[config.mk]
export PLATFORM = sky130hd
export DESIGN_NAME = reset_sequencer
export DESIGN_NICKNAME = d
export VERILOG_FILES = /design/src/rtl/reset_seq_pkg.sv /design/src/rtl/rst_sync_2ff.sv /design/src/rtl/reset_sequencer.sv
export SDC_FILE = /design/constraint.sdc
export NUM_CORES = 1
export LEC_CHECK = 0
export CORE_MARGIN = 2
export CORE_UTILIZATION = 55
export DETAILED_ROUTE_END_ITERATION = 10
export PLACE_DENSITY = 0.75
export SYNTH_ARGS = -nofsm -noshare
export SYNTH_HDL_FRONTEND = slang
export SYNTH_HIERARCHICAL = 1
export SYNTH_SLANG_ARGS = --single-unit
[constraint.sdc]
create_clock -name clk -period 0.8 [get_ports clk]
set_input_delay 0.2 -clock clk [delete_from_list [all_inputs] [get_ports clk]]
set_output_delay 0.2 -clock clk [all_outputs]
set_load 0.1 [all_outputs]
[src/rtl/reset_seq_pkg.sv]
// ---------------------------------------------------------------------------
// reset_seq_pkg
// Shared types and defaults for the Pong reset sequencer.
//   seqState_t  : sequencer state encoding (ASSERT_ALL, WAIT_ACK, DONE)
//   DEF_*       : default parameter values for reset_sequencer
//   cntWidth()  : counter width helper, $clog2 with a floor of one bit
// ---------------------------------------------------------------------------
package reset_seq_pkg;

  typedef enum logic [1:0] {
    ASSERT_ALL = 2'd0,
    WAIT_ACK   = 2'd1,
    DONE       = 2'd2
  } seqState_t;

  localparam int DEF_NUM_STAGES  = 3;
  localparam int DEF_HOLD_CYCLES = 16;
  localparam int DEF_ACK_TIMEOUT = 255;

  // A terminal count of 1 would give $clog2 == 0, which is not a legal
  // vector width, so every counter keeps at least one bit.
  function automatic int cntWidth(input int n);
    return (n > 1) ? $clog2(n) : 1;
  endfunction

endpackage

[src/rtl/rst_sync_2ff.sv]
// ---------------------------------------------------------------------------
// rst_sync_2ff
// Two-flop reset synchronizer: asserts asynchronously with i_rstN, releases
// on the second rising i_clk edge after i_rstN goes high.
// Ports:
//   i_clk      : clock
//   i_rstN     : asynchronous active-low reset in
//   o_rstSyncN : active-low reset out, deassertion aligned to i_clk
// ---------------------------------------------------------------------------
module rst_sync_2ff (
  input  logic i_clk,
  input  logic i_rstN,
  output logic o_rstSyncN
);

  logic r_meta;
  logic r_sync;

  // Shift a constant one through two flops so the release edge is clean
  // even if i_rstN rises right next to a clock edge.
  always_ff @(posedge i_clk or negedge i_rstN) begin
    if (!i_rstN) begin
      r_meta <= 1'b0;
      r_sync <= 1'b0;
    end else begin
      r_meta <= 1'b1;
      r_sync <= r_meta;
    end
  end

  assign o_rstSyncN = r_sync;

endmodule

[src/rtl/reset_sequencer.sv]
// ---------------------------------------------------------------------------
// reset_sequencer
// Sequences the Pong subsystem resets (VGA timing, game logic, score display).
// All stages are held in reset for HOLD_CYCLES after the synchronized reset
// release, then released one by one in index order, each waiting for its
// ready acknowledge or a timeout before the next stage is released.
// Ports:
//   clk         : system clock
//   rst         : asynchronous active-low reset
//   sw_rst_req  : synchronous soft-reset request
//   stage_ack   : per-stage ready acknowledges
//   stage_rst   : per-stage active-high resets
//   all_ready   : every stage released, sequencing complete
//   seq_busy    : sequencer not in DONE
//   cur_stage   : index of the stage being released / waited on
//   timeout_err : sticky, some stage advanced by timeout
// Optional feature macro: RESET_SEQ_ACK_LOSS_EN
//   When defined, any stage ack low for two consecutive cycles in DONE
//   re-runs the whole sequence (timeout_err is preserved).
// ---------------------------------------------------------------------------
module reset_sequencer
  import reset_seq_pkg::*;
#(
  parameter int NUM_STAGES  = DEF_NUM_STAGES,
  parameter int HOLD_CYCLES = DEF_HOLD_CYCLES,
  parameter int ACK_TIMEOUT = DEF_ACK_TIMEOUT
) (
  input  logic                            clk,
  input  logic                            rst,
  input  logic                            sw_rst_req,
  input  logic [NUM_STAGES-1:0]           stage_ack,
  output logic [NUM_STAGES-1:0]           stage_rst,
  output logic                            all_ready,
  output logic                            seq_busy,
  output logic [cntWidth(NUM_STAGES)-1:0] cur_stage,
  output logic                            timeout_err
);

  localparam int SW = cntWidth(NUM_STAGES);
  localparam int HW = cntWidth(HOLD_CYCLES);
  localparam int TW = cntWidth(ACK_TIMEOUT);

  localparam logic [SW-1:0] LAST_IDX  = SW'(NUM_STAGES - 1);
  localparam logic [HW-1:0] HOLD_LAST = HW'(HOLD_CYCLES - 1);
  localparam logic [TW-1:0] TO_LAST   = TW'(ACK_TIMEOUT - 1);

  logic            w_rstSyncN;
  logic [SW-1:0]   w_nextIdx;

  seqState_t       r_state;
  logic [HW-1:0]   r_holdCnt;
  logic [TW-1:0]   r_toCnt;
  logic [SW-1:0]   r_idx;
  logic [NUM_STAGES-1:0] r_stageRst;
  logic            r_allReady;
  logic            r_seqBusy;
  logic            r_timeoutErr;
`ifdef RESET_SEQ_ACK_LOSS_EN
  logic            r_lossSeen;
`endif

  rst_sync_2ff u_rstSync (
    .i_clk      (clk),
    .i_rstN     (rst),
    .o_rstSyncN (w_rstSyncN)
  );

  assign w_nextIdx = r_idx + 1'b1;

  // Sequencer FSM. The synchronized reset still asserts asynchronously, so
  // rst low forces the reset values without waiting for a clock. Soft reset
  // outranks every other transition, including a same-cycle ack or timeout.
  // Releasing a stage and moving to the next index happen on the same edge,
  // so a sampled ack releases the following stage with no extra latency.
  always_ff @(posedge clk or negedge w_rstSyncN) begin
    if (!w_rstSyncN) begin
      r_state      <= ASSERT_ALL;
      r_holdCnt    <= '0;
      r_toCnt      <= '0;
      r_idx        <= '0;
      r_stageRst   <= '1;
      r_allReady   <= 1'b0;
      r_seqBusy    <= 1'b1;
      r_timeoutErr <= 1'b0;
`ifdef RESET_SEQ_ACK_LOSS_EN
      r_lossSeen   <= 1'b0;
`endif
    end else if (sw_rst_req) begin
      r_state      <= ASSERT_ALL;
      r_holdCnt    <= '0;
      r_toCnt      <= '0;
      r_idx        <= '0;
      r_stageRst   <= '1;
      r_allReady   <= 1'b0;
      r_seqBusy    <= 1'b1;
      r_timeoutErr <= 1'b0;
`ifdef RESET_SEQ_ACK_LOSS_EN
      r_lossSeen   <= 1'b0;
`endif
    end else begin
      case (r_state)
        ASSERT_ALL: begin
          if (r_holdCnt == HOLD_LAST) begin
            r_state       <= WAIT_ACK;
            r_holdCnt     <= '0;
            r_toCnt       <= '0;
            r_idx         <= '0;
            r_stageRst[0] <= 1'b0;
          end else begin
            r_holdCnt <= r_holdCnt + 1'b1;
          end
        end
        WAIT_ACK: begin
          if (stage_ack[r_idx] || (r_toCnt == TO_LAST)) begin
            if (!stage_ack[r_idx]) begin
              r_timeoutErr <= 1'b1;
            end
            r_toCnt <= '0;
            if (r_idx == LAST_IDX) begin
              r_state    <= DONE;
              r_allReady <= 1'b1;
              r_seqBusy  <= 1'b0;
            end else begin
              r_idx                 <= w_nextIdx;
              r_stageRst[w_nextIdx] <= 1'b0;
            end
          end else begin
            r_toCnt <= r_toCnt + 1'b1;
          end
        end
        DONE: begin
`ifdef RESET_SEQ_ACK_LOSS_EN
          if (!(&stage_ack)) begin
            if (r_lossSeen) begin
              r_state    <= ASSERT_ALL;
              r_holdCnt  <= '0;
              r_toCnt    <= '0;
              r_idx      <= '0;
              r_stageRst <= '1;
              r_allReady <= 1'b0;
              r_seqBusy  <= 1'b1;
              r_lossSeen <= 1'b0;
            end else begin
              r_lossSeen <= 1'b1;
            end
          end else begin
            r_lossSeen <= 1'b0;
          end
`else
          r_state <= DONE;
`endif
        end
        default: begin
          r_state    <= ASSERT_ALL;
          r_holdCnt  <= '0;
          r_toCnt    <= '0;
          r_idx      <= '0;
          r_stageRst <= '1;
          r_allReady <= 1'b0;
          r_seqBusy  <= 1'b1;
        end
      endcase
    end
  end

  assign stage_rst   = r_stageRst;
  assign all_ready   = r_allReady;
  assign seq_busy    = r_seqBusy;
  assign cur_stage   = r_idx;
  assign timeout_err = r_timeoutErr;

endmodule

==> metrics.yaml, run 1 <==
clock_tree:
  cts.sinks: 24
  clockBufferDepth: 2
  cts_hold_buf: 0
  cts_max_level: 1
  cts-buffers-inserted: 3
  cts_root_buffer: "clkbuf_4"
logic_synthesis:
  synth.net_count: 154
  synth_area_per_cell_um2: 9.86
  synth_area_um2: 1360
  yosysWarningCount: 6
  synth_top_flop_cell: "dfrtp_1"
  synth_edf_count: 0
  ys_seq_area_share_pct: 44.5
  synth-seq-cells: 24
  synth_cell_types: 39
  async_flop_share_pct: 100
  syn_inst: 138
place:
  dp_hpwl_um: 3150
  port_buffers: 13
  place_congestion: 0.868
  dpl.cell_count: 229
floorplan:
  fp.dieW_um: 53.7
  initial_core_util_pct: 56.4
  rows: 18
  ios: 14
  die-height_um: 53.7
status:
  lastStage: "global routing (5_1_grt)"
  error: "[ERROR DPL-0038] Utilization greater than 100%, impossible to legalize"
  status: "stopped before the end"
grt:
  grt_max_degree: 16
sta:
  worst_endpoint_kind: "register data pin"
  grt-worst-endpoint: "r_state[0]$_DFFE_PN0P_/D"
-- cells by family after synthesis --
kind of cell / after synthesis / share of synthesized area, %
compound gates: 35 / 19.6
fa+ha+maj: 10 / 9.20
buf+inv: 8 / 2.21
flops: 24 / 44.5
mux: 3 / 2.39
other cells: 1 / 0.276
simple gates: 57 / 21.8
-- timing repair --
item / in CTS
setup endpoints to repair: 30
gates resized for setup: 53
pin swaps: 15
endpoints found under the hold margin: 0
setup buffers: 10
-- through the flow --
step / worst slack (ps) / utilization (%) / hold slack, ps / cell area, µm² / TNS, ps
global placement: -934 / 84.6 / 161 / 2040 / -18590
CTS: -869 / 98.0 / 25.3 / 2360 / -20430
detailed placement: -1000 / 84.6 / 172 / 2040 / -19840
floorplan: -1010 / - / -95.6 / 1420 / -17330
-- synth_stat cells (2+ instances only) --
library cell  number  share of area, %
inv_1              6               1.7
nand3b_1           2               1.1
a21o_1             3               1.7
a22o_1             4               2.6
nand3_1            6               2.2
o31ai_1            4               2.2
nor2b_1            3               1.4
nand2b_1           3               1.4
ha_1              10               9.2
clkbuf_1           2              0.55
o21ai_0           11               4.0
dfstp_2            4               7.7
o41ai_2            2               2.4
dfrtp_1           20                37
a21oi_1            4               1.5
nand2_1           15               4.1
nor2_1            14               3.9
nor3_1             4               1.5
==> run 2: changes to the inputs <==
--- a/config.mk
+++ b/config.mk
@@ -5,10 +5,10 @@
 export SDC_FILE = /design/constraint.sdc
 export NUM_CORES = 1
 export LEC_CHECK = 0
-export CORE_MARGIN = 2
-export CORE_UTILIZATION = 55
+export CORE_AREA = 2 2 63 65
 export DETAILED_ROUTE_END_ITERATION = 10
-export PLACE_DENSITY = 0.75
+export DIE_AREA = 0 0 65 67
+export PLACE_DENSITY_LB_ADDON = 0.15
 export SYNTH_ARGS = -nofsm -noshare
 export SYNTH_HDL_FRONTEND = slang
 export SYNTH_HIERARCHICAL = 1
==> run 2 against run 1 <==
  * Synthesized area unchanged
  * The flow now finishes, with violations (negative setup slack)
  * Synthesized cell count unchanged
==> metrics.yaml, run 2 <==
sta:
  rsz0062_at_grt: "true"
  layout_min_cycle_time_ps: 1620
  fmax_mhz: 616
  slew_violations: 0
  finalHoldViolCount: 0
  setup_tns_ps: -19120
  post-route-period-util_pct: 203
  worst_slack_ps: -824
  whs_ps: 78.0
  setup_viol: 30
  fin_skew_ps: 8.60
logic_synthesis:
  synth.top_cell.area_share_pct: 36.8  # unchanged
  ys_seq_area_share_pct: 44.5  # unchanged
  synthTopCellsByArea: "dfrtp_1, ha_1, dfstp_2"
  synth.net_count: 154  # unchanged
  synth-seq-cells: 24  # unchanged
  syn_inst: 138  # unchanged
  synth_area_per_cell_um2: 9.86  # unchanged
  async_flop_share_pct: 100  # unchanged
  yosysWarningCount: 6  # unchanged
  ys_top_cells_by_count: "dfrtp_1, nand2_1, nor2_1, o21ai_0, ha_1"
  synth_most_common_cell: "dfrtp_1"
  synth_edf_count: 0  # unchanged
  synth_top_flop_cell: "dfrtp_1"
  synth_cell_types: 39  # unchanged
  synth_area_leader_cell: "dfrtp_1"
  synth_area_um2: 1360  # unchanged
clock_tree:
  cts-buffers-inserted: 3  # unchanged
  clockBufferDepth: 2  # unchanged
  clkTransAtPathRegs_ps: 90
  cts_hold_buf: 0  # unchanged
  cts.sinks: 24  # unchanged
  cts_tree: "done"
  cts_root_buffer: "clkbuf_8"
  clkLatencyLatePin_ps: 270
  cts_max_level: 1  # unchanged
critical_path:
  crit_type: "flip-flop to flip-flop"
  crit_chain: "ha_4, and2b_2, o21ai_4, nor2_4, buf_6, a21o_1, a22o_1"
  critical-path-top-delay-family: "flip-flops"
  cpPeakStageDelay_ps: 470
  reg2reg_depth: 7
  crit_cells: 7
  critPathArrivalTime_ps: 1780
  required_ps: 960
  path_buf_inv: 1
  path_max_fanout: 4
  cp-end-kind: "flip-flop"
  startpoint_type: "flip-flop"
  crit_slowest_cell: "dfrtp_2"
place:
  preCtsSetupSlack_ps: -957  # +44.7 ps
  port_buffers: 13  # unchanged
  place_congestion: 0.870  # +0.18%
  placedInstanceArea_um2: 2050  # +0.74%
  dp_hpwl_um: 2550  # -19%
cells_and_area:
  largest_reg_flops: 8
  finish.net_count: 230
  diodes: 0
  top_register: "r_toCnt"
  drive_above_1_share_pct: 61.0
  area.growth.synth_to_final_pct: 83.7
  fillers: 258
  final_common_cell: "buf_4"
  final_area_um2: 2500
  final_cell_mix: "buf_4, dfrtp_1, nand2_1, buf_6, nor2_1"
grt:
  grtUsageTotal_pct: 19.5
  grt_pass1_vias: 1371
  grt_max_degree: 14
  grt_first_pass_wirelength_um: 6520
  grt_overflow_total: 0
  antenna_found_initial: 0
power_and_ir_drop:
  ir_drop_uv: 2480
  finalPower_mw: 7.32
  cellLeakagePower_nw: 1.13
  power_density_nw_per_um2: 2930
routing:
  drt-wirelength-per-cell_um: 14.8
  detail-route-antenna-nets: 0
  wirelength_um: 3860
  vias: 1297
  drtIter0Drc: 33
  drc: 0
  via_per_inst: 4.97
  dr.pass1.iters: 4
floorplan:
  die-height_um: 67  # +25%
  fp.dieW_um: 65  # +21%
  rows: 22  # +4
  core_um2: 3610
  ios: 14  # unchanged
  die-area_um2: 4360
  initial_core_util_pct: 37.7  # -19 points
run:
  cap_violations: 0
hold_path:
  min_path_type: "input pin to asynchronous set/reset pin"
status:
  status: "complete, but fails checks"
  violations: "negative setup slack"
[run 2: cell families after synthesis]
kind of cell	synth area share [%]
simple gates	21.8
fa+ha+maj	9.20
buf+inv	2.21
compound gates	19.6
mux	2.39
other cells	0.276
flops	44.5
[run 2: per-layer routing]
metal / wire length, µm / global-route usage [%] / vias to the layer above
li1: - / - / 639
met1: 1580 / 23.6 / 634
met2: 2130 / 33.9 / 17
met3: 77 / 3.04 / 7
met4: 77 / 9.04 / 0
met5: 0 / 0 / -
[run 2: worst paths after layout]
path                                                  end                           start  slack [ps]
max in group asynchronous        stage_rst[1]$_DFFE_PN1P_  u_rstSync/o_rstSyncN$_DFF_PN0_         390
min in group clk           u_rstSync/o_rstSyncN$_DFF_PN0_      u_rstSync/r_meta$_DFF_PN0_         360
max                                r_toCnt[3]$_DFFE_PN0P_          r_state[0]$_DFFE_PN0P_        -820
max reg2reg                        r_toCnt[3]$_DFFE_PN0P_          r_state[0]$_DFFE_PN0P_        -820
min                            u_rstSync/r_meta$_DFF_PN0_                             rst          80
min reg2reg                      r_holdCnt[0]$_DFFE_PN0P_  u_rstSync/o_rstSyncN$_DFF_PN0_         190
[run 2: final cells by class]
| type | count | area (µm²) | share of cell area [%] |
|---|---|---|---|
| multi-input combinational | 106 | 1030 | 41.1 |
| sequential | 24 | 637 | 25.5 |
| timing repair buffer | 73 | 706 | 28.2 |
| clock buffer | 4 | 45.0 | 1.80 |
| inverter | 6 | 25.0 | 1.00 |
| tap | 48 | 60.1 | 2.40 |
[run 2: through the flow]
| step | util [%] | instances |
|---|---|---|
| 6_report | 69.3 | 261 |
| 5_1_grt | 69.3 | 261 |
| 4_1_cts | 64.3 | 256 |
| 3_5_place_dp | 57.0 | 246 |
| 3_3_place_gp | 57.0 | 246 |
| 2_1_floorplan | - | 138 |
[run 2: power breakdown]
group / switching, mW / internal [mW]
Clock: 0.411 / 0.357
Combinational: 2.35 / 2.52
Sequential: 0.208 / 1.48
Total: 2.97 / 4.35
[run 2: repair_timing]
item                       4_1_cts  5_1_grt
setup endpoints to repair       30       30
setup buffers                    8        5
resized for setup               48       26
pin swaps                       17       14
Power figures use the tool's default switching activity.
